`src/rtl/fixed_encoder_if.sv`:
```
// fixed_encoder_if -- sample/residual bundle for the fixed-order predictive encoder.
//
// Signals (names kept from the original port list):
//   iEnable   : iSample is valid this cycle
//   iStart    : one-cycle pulse, begins a new block and latches iOrder
//   iOrder    : predictor order 0..4 (5..7 illegal)
//   iSample   : signed PCM sample x[n]
//   oResidual : signed residual, or sign-extended warm-up sample
//   oValid    : oResidual/oWarmup valid this cycle
//   oWarmup   : oResidual carries a verbatim warm-up sample
//   oError    : sticky, an illegal order was latched
//
// Modports: master drives the sample side (producer), slave is the encoder.
interface fixed_encoder_if #(
    parameter int SAMPLE_WIDTH = 16,
    parameter int RES_WIDTH    = SAMPLE_WIDTH + 5
);
    logic                           iEnable;
    logic                           iStart;
    logic [2:0]                     iOrder;
    logic signed [SAMPLE_WIDTH-1:0] iSample;
    logic signed [RES_WIDTH-1:0]    oResidual;
    logic                           oValid;
    logic                           oWarmup;
    logic                           oError;

    modport master (
        output iEnable, iStart, iOrder, iSample,
        input  oResidual, oValid, oWarmup, oError
    );

    modport slave (
        input  iEnable, iStart, iOrder, iSample,
        output oResidual, oValid, oWarmup, oError
    );
endinterface

```
`src/rtl/fixed_encoder.sv`:
```
// fixed_encoder -- fixed-order (0..4) polynomial predictive encoder.
//
// Each block starts with iStart, which latches the predictor order. The first
// "order" enabled samples are passed through verbatim (warm-up, oWarmup=1);
// every later enabled sample produces the order-p difference residual.
// Outputs are registered: a sample presented on a cycle appears on the bus
// outputs in the following cycle.
//
// Ports:
//   iClock : sole clock, rising edge
//   iReset : asynchronous, active-low reset
//   bus    : fixed_encoder_if.slave (sample input / residual output bundle)
module fixed_encoder #(
    parameter int SAMPLE_WIDTH = 16,
    parameter int RES_WIDTH    = SAMPLE_WIDTH + 5
) (
    input  logic            iClock,
    input  logic            iReset,
    fixed_encoder_if.slave  bus
);

    typedef enum logic [1:0] {
        IDLE,
        WARMUP,
        RUN
    } state_t;

    // Registered state
    state_t                      state;
    logic [2:0]                  order;
    logic [2:0]                  cnt;
    logic signed [RES_WIDTH-1:0] h1, h2, h3, h4;

    // Next-state values
    state_t                      state_next;
    logic [2:0]                  order_next;
    logic [2:0]                  cnt_next;
    logic signed [RES_WIDTH-1:0] h1_next, h2_next, h3_next, h4_next;
    logic signed [RES_WIDTH-1:0] res_next;
    logic                        valid_next;
    logic                        warm_next;
    logic                        error_next;

    // Context the current sample is processed in: either the registered
    // context, or a freshly cleared one when iStart is asserted this cycle.
    state_t                      eff_state;
    logic [2:0]                  eff_order;
    logic [2:0]                  eff_cnt;
    logic signed [RES_WIDTH-1:0] e1, e2, e3, e4;

    logic                        illegal;
    logic [2:0]                  start_order;
    logic [2:0]                  cnt_inc;
    logic                        accept;
    logic signed [RES_WIDTH-1:0] x;
    logic signed [RES_WIDTH-1:0] r1, r2, r3, r4;

    assign x = RES_WIDTH'(bus.iSample);

    // Illegal orders are encoded as order 0 and flagged on oError.
    assign illegal     = (bus.iOrder > 3'd4);
    assign start_order = illegal ? 3'd0 : bus.iOrder;

    // Start-of-block context override, so a sample arriving together with
    // iStart is already the first sample of the new block.
    always_comb begin
        eff_state = state;
        eff_order = order;
        eff_cnt   = cnt;
        e1        = h1;
        e2        = h2;
        e3        = h3;
        e4        = h4;
        if (bus.iStart) begin
            eff_order = start_order;
            eff_cnt   = '0;
            e1        = '0;
            e2        = '0;
            e3        = '0;
            e4        = '0;
            eff_state = (start_order == 3'd0) ? RUN : WARMUP;
        end
    end

    // Residuals: binomial difference coefficients built from shifts and adds
    // so every term stays at RES_WIDTH (exact for order 4 at full scale).
    assign r1 = x - e1;
    assign r2 = x - (e1 <<< 1) + e2;
    assign r3 = x - ((e1 <<< 1) + e1) + ((e2 <<< 1) + e2) - e3;
    assign r4 = x - (e1 <<< 2) + ((e2 <<< 2) + (e2 <<< 1)) - (e3 <<< 2) + e4;

    assign accept  = bus.iEnable && (eff_state != IDLE);
    assign cnt_inc = eff_cnt + 3'd1;

    // Next-state and output logic
    always_comb begin
        state_next = eff_state;
        order_next = eff_order;
        cnt_next   = eff_cnt;
        h1_next    = e1;
        h2_next    = e2;
        h3_next    = e3;
        h4_next    = e4;
        res_next   = '0;
        valid_next = accept;
        warm_next  = 1'b0;
        error_next = bus.oError | (bus.iStart & illegal);

        if (accept) begin
            // History moves only on accepted samples.
            h1_next = x;
            h2_next = e1;
            h3_next = e2;
            h4_next = e3;

            case (eff_state)
                WARMUP: begin
                    res_next  = x;
                    warm_next = 1'b1;
                    cnt_next  = cnt_inc;
                    if (cnt_inc == eff_order) begin
                        state_next = RUN;
                    end
                end
                RUN: begin
                    case (eff_order)
                        3'd1:    res_next = r1;
                        3'd2:    res_next = r2;
                        3'd3:    res_next = r3;
                        3'd4:    res_next = r4;
                        default: res_next = x;
                    endcase
                end
                default: begin
                    res_next = '0;
                end
            endcase
        end
    end

    // State and output registers
    always_ff @(posedge iClock or negedge iReset) begin
        if (!iReset) begin
            state         <= IDLE;
            order         <= '0;
            cnt           <= '0;
            h1            <= '0;
            h2            <= '0;
            h3            <= '0;
            h4            <= '0;
            bus.oResidual <= '0;
            bus.oValid    <= 1'b0;
            bus.oWarmup   <= 1'b0;
            bus.oError    <= 1'b0;
        end else begin
            state         <= state_next;
            order         <= order_next;
            cnt           <= cnt_next;
            h1            <= h1_next;
            h2            <= h2_next;
            h3            <= h3_next;
            h4            <= h4_next;
            bus.oResidual <= res_next;
            bus.oValid    <= valid_next;
            bus.oWarmup   <= warm_next;
            bus.oError    <= error_next;
        end
    end

endmodule

```
`src/flat_wrapper.sv`:
```
// flat-port wrapper written by rule: the top's interface ports become plain ports
module fixed_encoder_flat 
#(
    parameter int SAMPLE_WIDTH = 16,
    parameter int RES_WIDTH    = SAMPLE_WIDTH + 5
)
  (iClock, iReset, bus_iEnable, bus_iStart, bus_iOrder, bus_iSample, bus_oResidual, bus_oValid, bus_oWarmup, bus_oError);
  fixed_encoder_if #(.SAMPLE_WIDTH(SAMPLE_WIDTH), .RES_WIDTH(RES_WIDTH)) bus_i ();
  input  logic iClock;
  input  logic iReset;
  input wire logic [$bits(bus_i.iEnable)-1:0] bus_iEnable;
  input wire logic [$bits(bus_i.iStart)-1:0] bus_iStart;
  input wire logic [$bits(bus_i.iOrder)-1:0] bus_iOrder;
  input wire logic [$bits(bus_i.iSample)-1:0] bus_iSample;
  output wire logic [$bits(bus_i.oResidual)-1:0] bus_oResidual;
  output wire logic [$bits(bus_i.oValid)-1:0] bus_oValid;
  output wire logic [$bits(bus_i.oWarmup)-1:0] bus_oWarmup;
  output wire logic [$bits(bus_i.oError)-1:0] bus_oError;
  assign bus_i.iEnable = bus_iEnable;
  assign bus_i.iStart = bus_iStart;
  assign bus_i.iOrder = bus_iOrder;
  assign bus_i.iSample = bus_iSample;
  assign bus_oResidual = bus_i.oResidual;
  assign bus_oValid = bus_i.oValid;
  assign bus_oWarmup = bus_i.oWarmup;
  assign bus_oError = bus_i.oError;
  fixed_encoder #(.SAMPLE_WIDTH(SAMPLE_WIDTH), .RES_WIDTH(RES_WIDTH)) u_core (.iClock(iClock), .iReset(iReset), .bus(bus_i));
endmodule
```
`config.mk`:
```
export PLATFORM = sky130hd
export DESIGN_NAME = fixed_encoder_flat
export DESIGN_NICKNAME = d
export VERILOG_FILES = /design/src/rtl/fixed_encoder_if.sv /design/src/rtl/fixed_encoder.sv /design/src/flat_wrapper.sv
export SDC_FILE = /design/constraint.sdc
export NUM_CORES = 1
export LEC_CHECK = 0
export BUFFER_PORTS_ARGS = -buffer_cell sky130_fd_sc_hd__buf_2
export CORE_MARGIN = 2
export CORE_UTILIZATION = 23
export DETAILED_ROUTE_END_ITERATION = 6
export PLACE_DENSITY = 0.42
export SLEW_MARGIN = 20
export SYNTH_ARGS = -nofsm -noshare
export SYNTH_HDL_FRONTEND = slang
export SYNTH_SLANG_ARGS = --single-unit
```
`constraint.sdc`:
```
create_clock -name iClock -period 6.23 [get_ports iClock]
set_input_delay 0.3115 -clock iClock [delete_from_list [all_inputs] [get_ports iClock]]
set_output_delay 0.3115 -clock iClock [all_outputs]
set_load 0.02 [all_outputs]
```
After elaboration in Yosys (flattened, before gate mapping). Cells that the tools add are included. W data, S select, Z words.

Input bits: 23. Bits in read-only memories: 0. Bits in writable memories: 0. Latch bits: 0. Memories: 0. Register bits after elaboration: 116. Output and inout port bits: 24.

Multipliers: 0. Muxes and demuxes: 23. Add/sub/neg operators: 14. Reduce and logical (&&, ||, !) cells: 3. Shifts and indexed selects: 0. Order comparisons: 1. Div/mod/pow operators: 0. Bitwise gates (word level): 2. Eq/ne operators: 7.

Operator list (number): $mux W21 (9); $add A21 B21 Y21 (7); $pmux W21 S4 (1); $sub A16 B21 Y21 (4); $pmux W21 S2 (1); $sub A21 B21 Y21 (2); $mux W3 (5); $mux W2 (5); $eq A3 B2 Y1 const B (2); $add A3 B1 Y3 const B (1); $eq A3 B1 Y1 const B (1); $eq A3 B3 Y1 (1); $eq A3 B3 Y1 const B (1); $gt A3 B3 Y1 const B (1); $logic_not A3 Y1 (1); $eq A2 B1 Y1 const B (1); $eq A2 B2 Y1 const B (1); $mux W1 (2); $reduce_bool A2 Y1 (1); $and A1 B1 Y1 (1); $logic_and A1 B1 Y1 (1); $or A1 B1 Y1 (1).

Logic depth before layout (Yosys ltp). Gate-level depths: netlist of the first run.

Depth after elaboration: 8. Gate-level depth with buffers: 23. Gate-level depth less buffers: 20.

Worst setup path before layout of the first run. No wires, ideal clock.

Path kind: in2reg. Start: input bus_iStart. End: register u_core.bus.oResidual[19]. Setup time: 129 ps. Required time: 6101 ps. Stages: 21. Slack: 353 ps. Arrival: 5747 ps. Cells stage by stage: clkbuf_1 > inv_2 > clkbuf_1 > buf_1 > nand2_1 > fa_1 > inv_1 > fa_1 > inv_1 > fa_1 > inv_1 > fa_1 > a211o_1 > a21o_1 > a2111oi_4 > a21oi_2 > a311o_1 > a2111o_1 > a41o_1 > a211oi_2 > a31oi_1.

Cells in the longest elaborated chain, start to end: 8.

Ends and longest elaborated chain: from (decl) (RTL line flat_wrapper.sv:12) `input wire logic [$bits(bus_i.iStart)-1:0] bus_iStart;`; $mux W21 (RTL line fixed_encoder.sv:74) `if (bus.iStart) begin`; $add A21 B21 Y21 (tied with other cells) (RTL line fixed_encoder.sv:90) `assign r4 = x - (e1 <<< 2) + ((e2 <<< 2) + (e2 <<< 1)) - (e3 <<< 2) + e4;`; $add A21 B21 Y21 / $sub A16 B21 Y21 (equally long branches) (RTL line fixed_encoder.sv:90, fixed_encoder.sv:89); $sub A21 B21 Y21 / $add A21 B21 Y21 (equally long branches) (RTL line fixed_encoder.sv:90, fixed_encoder.sv:89); $add A21 B21 Y21 / $sub A21 B21 Y21 (equally long branches) (RTL line fixed_encoder.sv:90, fixed_encoder.sv:89); $pmux W21 S4 (RTL line fixed_encoder.sv:126) `case (eff_order)`; $pmux W21 S2 (RTL line fixed_encoder.sv:116) `case (eff_state)`; $mux W21 * (RTL line fixed_encoder.sv:109) `if (accept) begin`; via u_core.res_next[19] (RTL line fixed_encoder.sv:39) `logic signed [RES_WIDTH-1:0] res_next;`; to (signal assigned) (RTL line fixed_encoder.sv:163) `bus.oResidual <= res_next;`; to (decl) (RTL line fixed_encoder_if.sv:34) `output oResidual, oValid, oWarmup, oError`.

Mark *: on every way through the listed nets, which the timed path passes. The rest lies on a longest branch.

Final worst setup path of the first run.
Start: register u_core.h2[2]. End: register u_core.bus.oResidual[19].

Cells in the longest elaborated chain, start to end: 8.

Ends and longest elaborated chain: from (decl) (RTL line fixed_encoder.sv:32) `logic signed [RES_WIDTH-1:0] h1, h2, h3, h4;`; from (signal assigned) (RTL line fixed_encoder.sv:160) `h2 <= h2_next;`; $mux W21 * (RTL line fixed_encoder.sv:74); $add A21 B21 Y21 (2 in series) (RTL line fixed_encoder.sv:90); $sub A21 B21 Y21 (RTL line fixed_encoder.sv:90); $add A21 B21 Y21 (RTL line fixed_encoder.sv:90); $pmux W21 S4 * (RTL line fixed_encoder.sv:126); $pmux W21 S2 * (RTL line fixed_encoder.sv:116); $mux W21 * (RTL line fixed_encoder.sv:109); via u_core.res_next[19] (RTL line fixed_encoder.sv:39).

Marks and branches as above.

==> run summary, run 1 <==
SETUP PATH
--------------------------------------------------------------------------------------------------------
Startpoint of the worst-slack reg-to-reg timing path ...................................... u_core.h2[2]
Startpoint Class ..........................................................................     register
Cells along the critical path ............................................................. nor2b_1 -> inv_1 -> fa_1 -> inv_1 -> fa_1 -> inv_1 -> fa_1 -> inv_1 -> fa_1 -> a211o_1 -> a21o_1 -> a2111oi_4 -> a21oi_2 -> a311o_1 -> a2111o_1 -> a41o_1 -> a211oi_2 -> a31oi_1
Element type at the critical path end .....................................................     register
CP delay by family, top ................................................................... compound AO/OA/AOI/OAI gates
Required time at the worst-slack endpoint .................................................      6.56 ns
Data arrival time at the worst-slack endpoint .............................................      5.66 ns
Worst setup path start .................................................................... u_core.h2[2]
Critical-path cell with the highest stage delay ........................................... sky130_fd_sc_hd__fa_1
WP buf/inv ................................................................................            4
Maximum fanout along the worst path .......................................................            4
Largest incremental delay on the critical path ............................................      0.53 ns
Worst Path Class, Setup ...................................................................      reg2reg

TIMING
--------------------------------------------------------------------------------------------------------
Setup Viol. Count Final ...................................................................            0
Fin crit share ............................................................................        85.6%
Total count of max-transition violations in the final report ..............................            0
Transition time of the tightest slew-check pin ............................................      1.17 ns
Post-layout worst setup margin ............................................................     0.899 ns
Final worst path period need ..............................................................      5.33 ns
Worst hold slack ..........................................................................     0.156 ns
Final hold viol count .....................................................................            0
RSZ-0062 raised after global routing ......................................................        false
Setup TNS .................................................................................         0 ns
Relative max-transition margin ............................................................        21.2%
Fin Clk Skew ..............................................................................    0.0156 ns
Max Clock Freq ............................................................................    0.188 GHz

LOGIC SYNTHESIS
--------------------------------------------------------------------------------------------------------
Largest cells by area after synthesis ..................................................... sky130_fd_sc_hd__fa_1 (22%), sky130_fd_sc_hd__dfrtp_1 (22%), sky130_fd_sc_hd__ha_1 (9.9%)
Synthesized net count .....................................................................         1796
Fraction of registers with async set/reset ................................................         100%
Yosys Warn Count ..........................................................................            0
Sequential fraction of the synthesis area .................................................        21.7%
Post-synth top flop ....................................................................... sky130_fd_sc_hd__dfrtp_1
Dominant cell by count in the synthesized netlist ......................................... sky130_fd_sc_hd__inv_1
Most common library cells after synthesis ................................................. sky130_fd_sc_hd__inv_1 (224), sky130_fd_sc_hd__nand2_1 (199), sky130_fd_sc_hd__fa_1 (149)
Count of mapped cells out of synthesis ....................................................         1518
Top cell type by total area after synthesis ............................................... sky130_fd_sc_hd__fa_1
Area share of the largest cell type after synthesis .......................................        22.3%
Register bit count reported by yosys ......................................................          116
Mean post-synth cell area .................................................................     8.82 µm²
Number of synthesized flops with an enable pin ............................................            0
Mapped cell area ..........................................................................    13400 µm²
Distinct cell type count of the synthesized netlist .......................................           72

CTS
--------------------------------------------------------------------------------------------------------
CTS buffer count ..........................................................................           17
Number of sinks handled by clock tree synthesis ...........................................          116
Buffer count from post-CTS setup fixing ...................................................            0
H-tree levels .............................................................................            4
Post-CTS clock slew at the launch and capture registers of the worst setup and hold paths .      0.07 ns
CTS root buf .............................................................................. sky130_fd_sc_hd__clkbuf_16
TritonCTS clock tree ......................................................................        built
Clock latency at the later pin of the worst-skew pair .....................................      0.46 ns
Maximum number of buffers from clock root to sink .........................................            2

DETAILED ROUTING
--------------------------------------------------------------------------------------------------------
TritonRoute pass-1 iters ..................................................................            6
First DRT Iteration DRCs ..................................................................          593
Final wirelength ..........................................................................      44.0 mm
DRC violations left .......................................................................            0
Via count .................................................................................        10800
Antenna-violating nets left ...............................................................            0
Vias per inst .............................................................................         4.56
Avg WL per Cell ...........................................................................      18.7 µm

DIE
--------------------------------------------------------------------------------------------------------
Vertical die dimension ....................................................................       245 µm
Placeable core area .......................................................................    57600 µm²
Starting density of the core ..............................................................        23.3%
I/O Pins ..................................................................................           47
Die Span X ................................................................................       245 µm
Row cnt ...................................................................................           88
Die ar. ...................................................................................    60200 µm²

POWER AND IR DROP
--------------------------------------------------------------------------------------------------------
Static Leak ...............................................................................      7.36 nW
Power density relative to cell area .......................................................   295 nW/µm²
VDD IR-drop max ...........................................................................     0.209 mV

FINISH
--------------------------------------------------------------------------------------------------------
Number of nets at the end of the flow .....................................................         1858
Share of cells above drive strength 1 .....................................................        8.67%
Design Area, Final ........................................................................    15400 µm²
Antenna fix cells .........................................................................            0
Area growth from synthesis to layout ......................................................        14.8%
Final cell count without fillers ..........................................................         2357

OUTCOME
--------------------------------------------------------------------------------------------------------
Status .................................................................................... finished clean

GLOBAL ROUTING
--------------------------------------------------------------------------------------------------------
Grt total ovfl ............................................................................            0
GR Util All Layers ........................................................................        15.0%
Antenna violations before repair ..........................................................            0
Global-route wire length before repair ....................................................      67.8 mm
Number of global-route vias before repair .................................................        11000
Largest net degree at the start of global routing .........................................           86

PLACEMENT
--------------------------------------------------------------------------------------------------------
Routability-driven placement congestion ratio .............................................        0.866
Total of buffers placed on input and output ports .........................................           46
Placed cells ..............................................................................         2325
Final HPWL DP .............................................................................      35.3 mm
Placement Setup Slack .....................................................................     0.529 ns
Placed standard-cell area .................................................................    14700 µm²

WORST HOLD PATH
--------------------------------------------------------------------------------------------------------
Startpoint of the tightest hold check path ................................................ bus_iOrder[2]
Worst min-delay path class ................................................................       in2reg

JOB
--------------------------------------------------------------------------------------------------------
MaxCap Viol Count .........................................................................            0

[state kept, by name, indices dropped and copies added (netlist names)]
signal / cells
u_core.state: 2
u_core.bus.oWarmup: 1
u_core.h3: 21
u_core.bus.oValid: 1
u_core.h1: 21
u_core.cnt: 3
u_core.order: 3
u_core.bus.oError: 1
u_core.h4: 21
u_core.h2: 21
u_core.bus.oResidual: 21
[cells in the final DEF (no fill, tap or decap), types with 8 or more instances in the layout]
master / n
sky130_fd_sc_hd__nand2_1: 199
sky130_fd_sc_hd__xor2_1: 26
sky130_fd_sc_hd__nor2b_1: 45
sky130_fd_sc_hd__mux2i_1: 8
sky130_fd_sc_hd__buf_2: 45
sky130_fd_sc_hd__o21bai_1: 13
sky130_fd_sc_hd__a211oi_1: 12
sky130_fd_sc_hd__buf_4: 37
sky130_fd_sc_hd__ha_1: 106
sky130_fd_sc_hd__a22oi_1: 14
sky130_fd_sc_hd__xnor2_1: 81
sky130_fd_sc_hd__o21ai_0: 114
sky130_fd_sc_hd__a21oi_1: 69
sky130_fd_sc_hd__nor2_1: 76
sky130_fd_sc_hd__o21a_1: 9
sky130_fd_sc_hd__nand3_1: 16
sky130_fd_sc_hd__fa_1: 149
sky130_fd_sc_hd__inv_1: 224
sky130_fd_sc_hd__a31oi_1: 12
sky130_fd_sc_hd__clkbuf_16: 17
sky130_fd_sc_hd__dfrtp_1: 116
sky130_fd_sc_hd__nor3_1: 14
sky130_fd_sc_hd__a21o_1: 45
sky130_fd_sc_hd__nand2b_1: 9
[metrics by stage]
step | util, % | total power, mW
floorplan | - | 2.72
global placement | 25.6 | 3.43
detailed placement | 25.6 | 3.44
CTS | 26.7 | 4.58
global route | 26.7 | 4.91
finish | 26.7 | 4.54
[power by group]
group | internal [mW] | switching [mW]
clock | 0.707 | 0.404
combinational | 1.04 | 1.57
sequential | 0.795 | 0.0270
total | 2.54 | 2.00
[path summary, 6_finish.rpt]
check	cells past startpoint	endpoint	slack, ns
hold reg to reg	1	u_core.bus.oError	0.50
setup / recovery	18	u_core.bus.oResidual[19]	0.90
max in group asynchronous	3	u_core.h4[17]	4.76
hold / removal	3	u_core.bus.oError	0.16
setup reg to reg	18	u_core.bus.oResidual[19]	0.90
min in group asynchronous	2	u_core.bus.oResidual[2]	0.43
[logic make-up (layout without fill, tap and decap cells)]
| logic type | Yosys count | after routing | share of synthesized area, % |
|---|---|---|---|
| AND/OR/NAND/NOR | 402 | 402 | 13.5 |
| adder cells (fa/ha/maj) | 255 | 255 | 32.2 |
| multiplexers | 10 | 10 | 0.766 |
| flip-flops | 116 | 116 | 21.7 |
| XOR/XNOR | 107 | 107 | 7.00 |
| buffers and inverters | 271 | 345 | 7.65 |
| AO/OA/AOI/OAI | 357 | 357 | 17.2 |
[what timing repair did]
action                    CTS  global route
resized for setup           0             0
hold buffers                1             0
hold endpoints to repair   73             0
[area by class of cell]
type                            count  area [µm²]
Inverter                          229         860
Fill cell                        6212       42200
Clock buffer                       22         484
Tap cell                          765         957
Multi-Input combinational cell   1131        9470
Timing Repair Buffer               85         544
Sequential cell                   116        2900
Clock inverter                      9         150
[metal layers]
metal | track usage [%] | vias to the layer above | wire (µm)
met4 | 4.29 | 0 | 937
met3 | 2.03 | 44 | 1420
met5 | 0 | - | 0
met2 | 26.3 | 205 | 22500
met1 | 19.1 | 5352 | 19100
li1 | - | 5149 | -
[worst register-to-register path: cells and delay by family, from the launching register on]
| family | cells | cell delay (ns) |
|---|---|---|
| AO/OA/AOI/OAI | 9 | 2.44 |
| adder cells (fa/ha/maj) | 4 | 1.94 |
| buffers and inverters | 4 | 0.32 |
| flip-flops | 1 | 0.36 |
| AND/OR/NAND/NOR | 1 | 0.17 |
Note: power is estimated with default switching activity, not from simulation.
==> inputs of run 2 (changes only) <==
--- a/config.mk
+++ b/config.mk
@@ -10,6 +10,7 @@
 export CORE_UTILIZATION = 23
 export DETAILED_ROUTE_END_ITERATION = 6
 export PLACE_DENSITY = 0.42
+export SETUP_SLACK_MARGIN = 0.15
 export SLEW_MARGIN = 20
 export SYNTH_ARGS = -nofsm -noshare
 export SYNTH_HDL_FRONTEND = slang
==> constraint.sdc (replaced) <==
create_clock -name iClock -period 6.23 [get_ports iClock]
set_input_delay 1.246 -clock iClock [delete_from_list [all_inputs] [get_ports iClock]]
set_output_delay 1.246 -clock iClock [all_outputs]
set_load 0.02 [all_outputs]
==> run 2 against run 1 <==
  * Non-clock buffer count is 69 higher
  * Largest power group unchanged
  * Flip-flop and latch count stayed put
  * Register-to-register slack better by 0.34 ns
  * Fmax is 7.4% lower
  * Sequential share of layout area is 0.63 points lower
  * Clock power is 5% lower
==> run summary, run 2 (same netlist as run 1, synthesis figures left out) <==
OUTCOME
--------------------------------------------------------------------------------------------------------
Status .................................................................................... finished clean   unchanged

GLOBAL ROUTING
--------------------------------------------------------------------------------------------------------
Number of global-route vias before repair .................................................        11700   was 11000
GR Util All Layers ........................................................................        15.4%   was 15.0%
Antenna violations before repair ..........................................................            0   unchanged
Largest net degree at the start of global routing .........................................           86   unchanged
Global-route wire length before repair ....................................................      70.0 mm   was 67.8 mm
Grt total ovfl ............................................................................            0   unchanged

TIMING
--------------------------------------------------------------------------------------------------------
RSZ-0062 raised after global routing ......................................................        false   unchanged
Relative max-transition margin ............................................................        34.1%   was 21.2%
Fin crit share ............................................................................        92.4%   was 85.6%
Max Clock Freq ............................................................................    0.174 GHz   was 0.188 GHz
Total count of max-transition violations in the final report ..............................            0   unchanged
Setup TNS .................................................................................         0 ns   unchanged
Setup Viol. Count Final ...................................................................            0   unchanged
Transition time of the tightest slew-check pin ............................................     0.982 ns   was 1.17 ns
Final hold viol count .....................................................................            0   unchanged
Final worst path period need ..............................................................      5.76 ns   was 5.33 ns
Fin Clk Skew ..............................................................................    0.0121 ns   was 0.0156 ns

SETUP PATH
--------------------------------------------------------------------------------------------------------
CP delay by family, top ...................................................................  adder cells   was compound AO/OA/AOI/OAI gates
Element type at the critical path end .....................................................     register   unchanged
Critical-path cell with the highest stage delay ........................................... sky130_fd_sc_hd__nor2b_1   was sky130_fd_sc_hd__fa_1
WP buf/inv ................................................................................            8   was 4
Cells along the critical path ............................................................. buf_2 -> buf_4 -> buf_4 -> buf_4 -> buf_4 -> nor2b_1 -> fa_1 -> fa_1 -> inv_1 -> fa_1 -> inv_1 -> ha_1 -> nor2b_1 -> o21ai_0 -> o311ai_1 -> buf_4 -> xnor2_1 -> nand2_1 -> a31oi_1   was nor2b_1 -> inv_1 -> fa_1 -> inv_1 -> fa_1 -> inv_1 -> fa_1 -> inv_1 -> fa_1 -> a211o_1 -> a21o_1 -> a2111oi_4 -> a21oi_2 -> a311o_1 -> a2111o_1 -> a41o_1 -> a211oi_2 -> a31oi_1
Largest incremental delay on the critical path ............................................      0.61 ns   was 0.53 ns
R2R setup slack ...........................................................................      1.24 ns   was 0.90 ns
Required time at the worst-slack endpoint .................................................      6.58 ns   was 6.56 ns
Worst Path Class, Setup ...................................................................       in2reg   was reg2reg
Maximum fanout along the worst path .......................................................           20   was 4
Most prevalent standard cell on the critical path ......................................... sky130_fd_sc_hd__buf_4
Startpoint Class ..........................................................................    input pin   was register
Data arrival time at the worst-slack endpoint .............................................      6.11 ns   was 5.66 ns

PLACEMENT
--------------------------------------------------------------------------------------------------------
Placed standard-cell area .................................................................    15300 µm²   was 14700 µm²
Total of buffers placed on input and output ports .........................................           46   unchanged
Final HPWL DP .............................................................................      36.2 mm   was 35.3 mm
Routability-driven placement congestion ratio .............................................        0.864   was 0.866

FINISH
--------------------------------------------------------------------------------------------------------
Number of fill cells ......................................................................         6255   was 6212
Leading cell types in the layout, fill and taps excluded .................................. sky130_fd_sc_hd__inv_1 (222), sky130_fd_sc_hd__nand2_1 (198), sky130_fd_sc_hd__fa_1 (148)   was sky130_fd_sc_hd__inv_1 (224), sky130_fd_sc_hd__nand2_1 (199), sky130_fd_sc_hd__fa_1 (149)
Share of cells above drive strength 1 .....................................................        13.3%   was 8.67%
Most frequent standard cell in the layout excluding fill and tap cells .................... sky130_fd_sc_hd__inv_1   unchanged
Number of nets at the end of the flow .....................................................         1927   was 1858
Area growth from synthesis to layout ......................................................        18.7%   was 14.8%
Design Area, Final ........................................................................    15900 µm²   was 15400 µm²
Antenna fix cells .........................................................................            0   unchanged

CTS
--------------------------------------------------------------------------------------------------------
CTS buffer count ..........................................................................           17   unchanged
Clock latency at the later pin of the worst-skew pair .....................................      0.45 ns   was 0.46 ns
CTS root buf .............................................................................. sky130_fd_sc_hd__clkbuf_16   unchanged
H-tree levels .............................................................................            4   unchanged
Post-CTS clock slew at the launch and capture registers of the worst setup and hold paths .      0.06 ns   was 0.07 ns
Number of sinks handled by clock tree synthesis ...........................................          116   unchanged
TritonCTS clock tree ......................................................................        built   unchanged
Maximum number of buffers from clock root to sink .........................................            2   unchanged

WORST HOLD PATH
--------------------------------------------------------------------------------------------------------
Worst min-delay path class ................................................................      reg2reg   was in2reg

DETAILED ROUTING
--------------------------------------------------------------------------------------------------------
Via count .................................................................................        11000   was 10800
Vias per inst .............................................................................         4.53   was 4.56
Antenna-violating nets left ...............................................................            0   unchanged
First DRT Iteration DRCs ..................................................................          597   was 593
TritonRoute pass-1 iters ..................................................................            5   was 6
Final wirelength ..........................................................................      44.6 mm   was 44.0 mm
Avg WL per Cell ...........................................................................      18.4 µm   was 18.7 µm
DRC violations left .......................................................................            0   unchanged

DIE
--------------------------------------------------------------------------------------------------------
Row cnt ...................................................................................           88   unchanged
Vertical die dimension ....................................................................       245 µm   unchanged
I/O Pins ..................................................................................           47   unchanged
Die Span X ................................................................................       245 µm   unchanged
Starting density of the core ..............................................................        23.3%   unchanged
Placeable core area .......................................................................    57600 µm²   unchanged
Die ar. ...................................................................................    60200 µm²   unchanged

POWER AND IR DROP
--------------------------------------------------------------------------------------------------------
Power density relative to cell area .......................................................   293 nW/µm²   was 295 nW/µm²
Static Leak ...............................................................................      7.68 nW   was 7.36 nW
VDD IR-drop max ...........................................................................     0.216 mV   was 0.209 mV

JOB
--------------------------------------------------------------------------------------------------------
MaxCap Viol Count .........................................................................            0   unchanged

run 2: metal layers:
layer | wire (µm) | track usage, %
met5 | 0 | 0
met4 | 1320 | 5.15
met3 | 1410 | 2.46
met2 | 22800 | 27.4
met1 | 19000 | 18.9
run 2: what timing repair did:
item                       CTS  global route
resized for setup            0             1
hold buffers                 0             0
setup buffers                0             0
setup endpoints to repair    0             1
run 2: path summary, 6_finish.rpt:
check	cells past startpoint	to	from
max reg2reg	18	u_core.bus.oResidual[19]	u_core.h2[2]
max in group asynchronous	2	u_core.h1[20]	iReset
min in group asynchronous	1	u_core.h1[2]	iReset
min	1	u_core.bus.oError	u_core.bus.oError
max	19	u_core.bus.oResidual[20]	bus_iStart
min reg2reg	1	u_core.bus.oError	u_core.bus.oError
run 2: metrics by stage:
stage	power, mW	util, %	worst slack [ns]	instances	hold WS (ns)
finish	4.66	27.6	0.473	2425	0.487
global route	5.05	27.6	0.167	2425	0.521
CTS	4.71	27.6	0.453	2425	0.488
detailed placement	3.61	26.6	0.00130	2395	0.471
global placement	3.61	26.6	0.0434	2395	0.465
floorplan	2.72	-	0.0377	1518	0.517
run 2: cell type report:
type                            instances  area [µm²]  share of cell area, %
Tap cell                              765         957                   6.02
Clock buffer                           21         470                   2.96
Clock inverter                          9         129                  0.810
Timing Repair Buffer                  154        1060                   6.66
Multi-Input combinational cell       1131        9520                   59.9
Inverter                              229         860                   5.41
Sequential cell                       116        2900                   18.3
run 2: worst reg2reg max path, stage by stage (launching register included):
cell and delay [ns]:
sky130_fd_sc_hd__dfrtp_1 0.33, sky130_fd_sc_hd__nor2b_4 0.15, sky130_fd_sc_hd__inv_2 0.07, sky130_fd_sc_hd__fa_1 0.50, sky130_fd_sc_hd__inv_1 0.05, sky130_fd_sc_hd__fa_1 0.48
sky130_fd_sc_hd__inv_1 0.05, sky130_fd_sc_hd__fa_1 0.53, sky130_fd_sc_hd__inv_2 0.06, sky130_fd_sc_hd__fa_2 0.36, sky130_fd_sc_hd__a211o_1 0.33, sky130_fd_sc_hd__a21o_1 0.23
sky130_fd_sc_hd__a2111oi_4 0.43, sky130_fd_sc_hd__a21oi_2 0.12, sky130_fd_sc_hd__a311o_1 0.34, sky130_fd_sc_hd__a2111o_1 0.36, sky130_fd_sc_hd__a41o_1 0.19, sky130_fd_sc_hd__a211oi_2 0.17
sky130_fd_sc_hd__a31oi_1 0.10
run 2: report_power, final:
part | internal [mW] | switching [mW] | total [mW] | leakage (nW)
Sequential | 0.795 | 0.0276 | 0.823 | 1.57
Clock | 0.654 | 0.398 | 1.05 | 0.291
Combinational | 1.16 | 1.62 | 2.79 | 5.82
Total | 2.61 | 2.05 | 4.66 | 7.68
